`src/rtl/mem_port_arbiter.sv`:
```
// Arbitrates one unified memory port between fetch (IF) and data (DM).
// Ports: if_*/dm_* requesters, mem_* registered command, stalls out.
module mem_port_arbiter #(
  parameter int ADDR_W      = 32,
  parameter int DATA_W      = 32,
  parameter int MAX_DSTREAK = 4
) (
  input  logic                clk,
  input  logic                rst,
  input  logic                if_req,
  input  logic [ADDR_W-1:0]   if_addr,
  output logic [DATA_W-1:0]   if_rdata,
  output logic                if_ack,
  output logic                if_stall,
  input  logic                dm_req,
  input  logic                dm_we,
  input  logic [DATA_W/8-1:0] dm_be,
  input  logic [ADDR_W-1:0]   dm_addr,
  input  logic [DATA_W-1:0]   dm_wdata,
  output logic [DATA_W-1:0]   dm_rdata,
  output logic                dm_ack,
  output logic                dm_stall,
  output logic                mem_req,
  output logic                mem_we,
  output logic [DATA_W/8-1:0] mem_be,
  output logic [ADDR_W-1:0]   mem_addr,
  output logic [DATA_W-1:0]   mem_wdata,
  input  logic [DATA_W-1:0]   mem_rdata,
  input  logic                mem_ready
);

  localparam int BE_W = DATA_W / 8;
  localparam int SW   = $clog2(MAX_DSTREAK + 1);
  localparam logic [SW-1:0] SMAX = SW'(MAX_DSTREAK);

  typedef enum logic [1:0] {
    IDLE,
    IF_BUSY,
    DM_BUSY
  } state_t;

  state_t        state, stateNext;
  logic [SW-1:0] dstreak, dstreakNext;
  logic          grantIf, grantDm;

  always_comb begin
    stateNext   = state;
    dstreakNext = dstreak;
    grantIf     = 1'b0;
    grantDm     = 1'b0;
    unique case (state)
      IDLE: begin
        // Fetch wins only when alone or when the DM streak is used up.
        grantIf = if_req & (~dm_req | (dstreak == SMAX));
        grantDm = dm_req & ~grantIf;
        unique case (1'b1)
          grantIf: begin
            stateNext   = IF_BUSY;
            dstreakNext = '0;
          end
          grantDm: begin
            stateNext = DM_BUSY;
            if (!if_req)
              dstreakNext = '0;
            else if (dstreak != SMAX)
              dstreakNext = dstreak + 1'b1;
          end
          default: ;
        endcase
      end
      IF_BUSY, DM_BUSY: begin
        if (mem_ready)
          stateNext = IDLE;
      end
      default: stateNext = IDLE;
    endcase
  end

  always_ff @(posedge clk) begin
    if (rst) begin
      state     <= IDLE;
      dstreak   <= '0;
      mem_req   <= 1'b0;
      mem_we    <= 1'b0;
      mem_be    <= '0;
      mem_addr  <= '0;
      mem_wdata <= '0;
    end else begin
      state   <= stateNext;
      dstreak <= dstreakNext;
      mem_req <= (stateNext != IDLE);
      if (grantIf) begin
        mem_we   <= 1'b0;
        mem_be   <= {BE_W{1'b1}};
        mem_addr <= if_addr;
      end else if (grantDm) begin
        mem_we    <= dm_we;
        mem_be    <= dm_be;
        mem_addr  <= dm_addr;
        mem_wdata <= dm_wdata;
      end
    end
  end

  // An in-flight command abandoned by reset must not acknowledge.
  assign if_ack   = ~rst & (state == IF_BUSY) & mem_ready;
  assign dm_ack   = ~rst & (state == DM_BUSY) & mem_ready;
  assign if_rdata = mem_rdata;
  assign dm_rdata = mem_rdata;
  assign if_stall = if_req & ~if_ack;
  assign dm_stall = dm_req & ~dm_ack;

endmodule

```
`config.mk`:
```
export PLATFORM = sky130hd
export DESIGN_NAME = mem_port_arbiter
export DESIGN_NICKNAME = d
export VERILOG_FILES = /design/src/rtl/mem_port_arbiter.sv
export SDC_FILE = /design/constraint.sdc
export NUM_CORES = 1
export LEC_CHECK = 0
export CAP_MARGIN = 20
export CORE_AREA = 2 2 143 89
export DETAILED_ROUTE_END_ITERATION = 16
export DIE_AREA = 0 0 145 91
export PLACE_DENSITY = 0.87
export SYNTH_ARGS = -nofsm -noshare
export SYNTH_HDL_FRONTEND = slang
export SYNTH_SLANG_ARGS = --single-unit
```
`constraint.sdc`:
```
create_clock -name clk -period 1.5 [get_ports clk]
set_clock_uncertainty 0.2 [all_clocks]
set_input_delay 0.3 -clock clk [delete_from_list [all_inputs] [get_ports clk]]
set_output_delay 0.3 -clock clk [all_outputs]
set_load 0.03 [all_outputs]
```
Yosys cells after proc, flatten, opt, wreduce, memory -nomap -nowiden. Cells that the tools add are included.

Bits of input ports: 138. Output and inout bits: 138. Bits in registers: 75. Logic and storage cells: 48.

Bitwise gates (word level): 15. Eq/ne operators: 5. Add/subtract/negate cells: 1. Reductions and logical operators: 8. Muxes and demuxes: 12.

Operator list (number): $mux 32 (2); $and 1x1->1 (8); $mux 4 (2); $pmux 2 s2 (2); $mux 3 (2); $not 1->1 (6); $pmux 3 s2 (1); $reduce_bool 2->1 (3); $reduce_or 2->1 (2); $add 3x1->3 const B (1); $eq 3x3->1 const B (1); $ne 3x2->1 const B (1); $ne 3x3->1 const B (1); $reduce_and 3->1 (1); $eq 2x1->1 const B (1); $eq 2x2->1 const B (1); $logic_not 2->1 (1); $mux 1 (2); $mux 2 (1); $reduce_and 2->1 (1); $or 1x1->1 (1).

Logic depth before layout (Yosys ltp).
Word-level depth: 8. Gate-level depth with buffers: 9.

Least setup slack after synthesis. Ideal clock, no wire load.

Path kind: flip-flop to output port. Start point: register state[1]. End point: output port if_stall. Data arrival time: 1.364 ns. Path slack: -0.364 ns. Path buffers: 0. Stages on the path, launching flop included: 5. Cell sequence: dfxtp_1 inv_1 ha_1 and3b_1 nor2b_1.

Word-level cells in the longest chain between the ends: 5.

RTL lines: start: declaration (RTL line 42) `state_t state, stateNext;`; start signal: assignment (RTL line 89) `state <= stateNext;`; $eq 2x1->1 (RTL line 106) `assign if_ack = ~rst & (state == IF_BUSY) & mem_ready;`; $and 1x1->1 (2 in a row) (RTL line 106); via if_ack (RTL line 13) `output logic if_ack,`; $not 1->1 (RTL line 110) `assign if_stall = if_req & ~if_ack;`; $and 1x1->1 (RTL line 110); end: declaration (RTL line 14) `output logic if_stall,`.

The timed path passes the listed nets, and every way through them passes these cells.

Worst setup path after layout.
Start point: register state[1]. End point: output port if_stall.

Word-level cells in the longest chain between the ends: 5.

RTL lines (RTL line): $eq 2x1->1 (106); $and 1x1->1 (2 in a row) (106); $not 1->1 (110); $and 1x1->1 (110).

Every way passes these cells.

==> impl_metrics.prom <==
# TYPE chip_impl_metric gauge
chip_impl_info{name="result_of_the_run",value="finished, violations left"} 1
chip_impl_info{name="violated_checks",value="setup timing"} 1
chip_impl_info{name="critPathCaptureType",value="primary output"} 1
chip_impl_metric{name="power_density",unit="nW/µm²"} 1070
chip_impl_metric{name="hold_viol",unit=""} 0
chip_impl_metric{name="ioPinCount",unit=""} 276
chip_impl_info{name="worst_setup_path_start_kind",value="flip-flop"} 1
chip_impl_metric{name="post_route_cells_drive_above_1_share",unit="%"} 50.6
chip_impl_metric{name="worst_ir_drop_vdd",unit="mV"} 0.576
chip_impl_info{name="rr_endpoint",value="mem_addr[2]$_SDFFE_PP0P_"} 1
chip_impl_metric{name="maximum_number_of_pins_on_one_net_before_global_route_repair",unit=""} 45
chip_impl_metric{name="cts_inserted_buffers",unit=""} 9
chip_impl_metric{name="starting_density_of_the_core",unit="%"} 30.6
chip_impl_info{name="hold_path_end",value="mem_wdata[16]$_SDFFE_PP0P_"} 1
chip_impl_metric{name="setup_viol_count_final",unit=""} 78
chip_impl_metric{name="p_int",unit="mW"} 4.79
chip_impl_metric{name="drt_pass1_iterations",unit=""} 4
chip_impl_info{name="cts_tree",value="built"} 1
chip_impl_metric{name="yosysWarningCount",unit=""} 0
chip_impl_metric{name="drv.max_cap_violation_count",unit=""} 0
chip_impl_metric{name="cts_sinks",unit=""} 75
chip_impl_metric{name="htree_levels",unit=""} 3
chip_impl_metric{name="all_layer_gr_usage",unit="%"} 19.5
chip_impl_info{name="crit_family",value="flip-flops"} 1
chip_impl_info{name="synthTopCellsByArea",value="dfxtp_1 41%, buf_4 14%, nor2_1 11%"} 1
chip_impl_metric{name="required",unit="ps"} 1000
chip_impl_metric{name="maxSlewViolCount",unit=""} 0
chip_impl_metric{name="timing.slew.headroom",unit="%"} 72.8
chip_impl_metric{name="detailedPlace.worstSlack",unit="ps"} -458
chip_impl_metric{name="worst-path-buf-inv",unit=""} 2
chip_impl_info{name="critical_path.cell_chain",value="inv_2 > ha_2 > and3b_2 > nor2b_4 > buf_6"} 1
chip_impl_metric{name="achievable-frequency",unit="MHz"} 533
chip_impl_metric{name="synth.avg_cell_area",unit="µm²"} 8.11
chip_impl_info{name="slowest_stage",value="dfxtp_2"} 1
chip_impl_metric{name="p_leak",unit="nW"} 2.68
chip_impl_metric{name="period_needed",unit="ps"} 1880
chip_impl_metric{name="floorplan.die.height",unit="µm"} 91
chip_impl_metric{name="timing_worst_slew_pin_value",unit="ps"} 409
chip_impl_metric{name="grt_first_pass_wirelength",unit="µm"} 19700
chip_impl_metric{name="worstSkewPairLatency",unit="ps"} 330
chip_impl_metric{name="drcViolationCount",unit=""} 0
chip_impl_metric{name="place_area",unit="µm²"} 5290
chip_impl_metric{name="p_comb_share",unit="%"} 35.4
chip_impl_info{name="post-synth-top-area-cell",value="dfxtp_1"} 1
chip_impl_metric{name="rows",unit=""} 31
chip_impl_metric{name="final_layout_setup_total_negative_slack",unit="ps"} -17960
chip_impl_info{name="rr_startpoint",value="state[1]$_SDFF_PP0_"} 1
chip_impl_metric{name="vias",unit=""} 3667
chip_impl_metric{name="synthDominantCellAreaShare",unit="%"} 41.4
chip_impl_metric{name="floorplan.die_area",unit="µm²"} 13200
chip_impl_metric{name="drt_iter0_drc",unit=""} 89
chip_impl_metric{name="fin_crit_sh",unit="%"} 125
chip_impl_metric{name="netlist-cell-type-count",unit=""} 29
chip_impl_info{name="clockRootBuffer",value="clkbuf_16"} 1
chip_impl_metric{name="gp_weighted_congestion",unit=""} 0.755
chip_impl_metric{name="asyncSetResetFlopFracSynth",unit="%"} 0
chip_impl_metric{name="global_route.overflow_total",unit=""} 0
chip_impl_metric{name="diodes",unit=""} 0
chip_impl_metric{name="sequential_share_of_the_synthesized_area",unit="%"} 41.4
chip_impl_metric{name="syn2layout_area_growth",unit="%"} 82.0
chip_impl_metric{name="rr_worst_depth",unit=""} 9
chip_impl_metric{name="clock_power_share",unit="%"} 31.5
chip_impl_metric{name="first_global_vias",unit=""} 3553
chip_impl_metric{name="cts_hold_repair.buffers",unit=""} 0
chip_impl_metric{name="worst_setup_hold_path_clk_slew",unit="ps"} 60
chip_impl_metric{name="fin_nets",unit=""} 761
chip_impl_metric{name="detail_route.wl_per_cell",unit="µm"} 17.1
chip_impl_metric{name="hpwl",unit="µm"} 7430
chip_impl_metric{name="critPathMaxFanout",unit=""} 3
chip_impl_metric{name="cts_buffer_depth",unit=""} 2
chip_impl_metric{name="fp.dieW",unit="µm"} 145
chip_impl_info{name="worstHoldPathType",value="flip-flop to flip-flop"} 1
chip_impl_info{name="ys.flop_type",value="dfxtp_1"} 1
chip_impl_metric{name="setup.reg_to_reg.worst_slack",unit="ps"} -300
chip_impl_metric{name="final-seq-area",unit="µm²"} 1510
chip_impl_metric{name="switching_share",unit="%"} 32.3
chip_impl_metric{name="portBuffers",unit=""} 179
chip_impl_metric{name="grt_antenna_before_repair",unit=""} 0
chip_impl_metric{name="synthesis.area",unit="µm²"} 3620
chip_impl_metric{name="totalWireLength",unit="µm"} 13400
chip_impl_metric{name="worst_hold_path.num_cells",unit=""} 2
chip_impl_metric{name="detail-route-antenna-nets",unit=""} 0
chip_impl_metric{name="number_of_synthesized_flops_with_an_enable_pin",unit=""} 0
chip_impl_metric{name="postSynthNetCount",unit=""} 591
chip_impl_metric{name="net-switching-power",unit="mW"} 2.29
chip_impl_metric{name="finalWorstSetupSlack",unit="ps"} -375
chip_impl_metric{name="seq_power_share",unit="%"} 33.1
chip_impl_info{name="critical_path_class",value="flip-flop to primary output"} 1
chip_impl_metric{name="register_bit_count_reported_by_yosys",unit=""} 75
chip_impl_info{name="worst_hold_startpoint",value="mem_wdata[16]$_SDFFE_PP0P_"} 1
chip_impl_metric{name="multi_input_comb_area",unit="µm²"} 2050
chip_impl_metric{name="post_synth_inst_count",unit=""} 447
chip_impl_metric{name="core_area",unit="µm²"} 11800
chip_impl_info{name="grt_setup_unrepaired",value="true"} 1
chip_impl_metric{name="critPathArrivalTime",unit="ps"} 1380
chip_impl_metric{name="fillCellCount",unit=""} 1005
chip_impl_metric{name="routed_via_density",unit=""} 4.66
chip_impl_metric{name="finalInstanceArea",unit="µm²"} 6600
chip_impl_metric{name="max_stage_delay",unit="ps"} 360
## through the flow
stage | total power, mW | hold WS [ps] | std cells | util [%]
after floorplan | 3.69 | 236 | 447 | -
after global placement | 4.14 | 243 | 727 | 44.7
after detailed placement | 4.17 | 247 | 727 | 44.7
after CTS | 7.07 | 227 | 784 | 55.1
after global routing | 7.38 | 278 | 787 | 55.8
final | 7.08 | 254 | 787 | 55.8
## final cells by class
cell class,instances,area share (%)
Timing Repair Buffer,246,38.2
Tap cell,165,3.13
Clock buffer,11,3.68
Multi-Input combinational cell,281,31.0
Clock inverter,5,0.910
Sequential cell,75,22.8
Inverter,4,0.228
## kinds of logic (layout without fill, tap and decap cells)
| kind of cell | after synthesis | after routing | synth area share (%) |
|---|---|---|---|
| AND/OR/NAND/NOR | 227 | 231 | 32.3 |
| buffers and inverters | 95 | 266 | 17.5 |
| flip-flops | 75 | 75 | 41.4 |
| AO/OA/AOI/OAI | 44 | 44 | 6.70 |
| adder cells (fa/ha/maj) | 6 | 6 | 2.07 |
## synth_stat cells, types with 2 or more instances
cell / n
buf_4: 69
inv_1: 4
nor2_1: 111
a21oi_1: 33
nor4_2: 30
clkbuf_1: 7
nor4_1: 2
nor2b_1: 4
nand3_1: 2
dfxtp_1: 75
nor3_1: 4
and3b_1: 2
nand3_2: 2
buf_2: 15
ha_1: 6
o21ai_0: 2
a22oi_1: 2
nand2_1: 66
## metal layers
layer	vias up	GRT usage, %	wire, µm
met1	1740	25.7	6090
met2	169	28.3	5970
met5	-	0	0
li1	1752	-	-
met4	0	4.54	102
met3	6	9.70	1290
## how the worst max path moves through the flow
| stage | from | endpoint | cells past startpoint |
|---|---|---|---|
| 2_1_floorplan | state[0]$_SDFF_PP0_ | dm_stall | 4 |
| 3_3_place_gp | dm_req | mem_addr[1]$_SDFFE_PP0P_ | 6 |
| 3_5_place_dp | dm_req | mem_addr[2]$_SDFFE_PP0P_ | 6 |
| 4_1_cts | state[1]$_SDFF_PP0_ | if_stall | 5 |
| 5_1_grt | state[1]$_SDFF_PP0_ | if_stall | 5 |
| 6_report | state[1]$_SDFF_PP0_ | if_stall | 5 |
## cells in the final DEF (no fill, tap or decap), drive strengths merged, types with 2 or more instances in the layout
cell type	instances
dfxtp	75
nor2	111
nor4	32
nand3	4
clkbuf	11
buf	139
clkinv	2
inv	5
ha	6
o21ai	3
nor2b	4
nand2	66
clkdlybuf4s50	103
and3	5
and3b	2
a22oi	2
a21oi	33
nor3	4
clkdlybuf4s15	2
## worst register-to-register path: cells and delay by family, from the launching register on
family	cells	cell delay, ps
DFF	1	360
and+or+nand+nor	2	180
AOI/OAI and AO/OA	1	150
buffers and inverters	5	580
adders and majority gates	1	190
## registers in the layout, indices dropped and copies added, names as in the netlist
| signal | count |
|---|---|
| mem_addr | 32 |
| mem_wdata | 32 |
| mem_be | 4 |
| dstreak | 3 |
| state | 2 |
| mem_req | 1 |
| mem_we | 1 |
## power groups by stage
stage	combinational (mW)	sequential (mW)	clock, mW
after floorplan	0.986	2.71	0
after global placement	1.80	2.34	0
after detailed placement	1.82	2.35	0
after CTS	2.45	2.33	2.29
after global routing	2.65	2.37	2.37
final	2.51	2.34	2.23
## repair_timing
| item | 4_1_cts | 5_1_grt |
|---|---|---|
| gates cloned | 17 | 0 |
| setup buffers | 25 | 8 |
| gates resized for setup | 148 | 97 |
| pin swaps | 23 | 30 |
| endpoints found under the setup margin | 93 | 94 |
No activity file was read; power rests on OpenSTA's default activity.
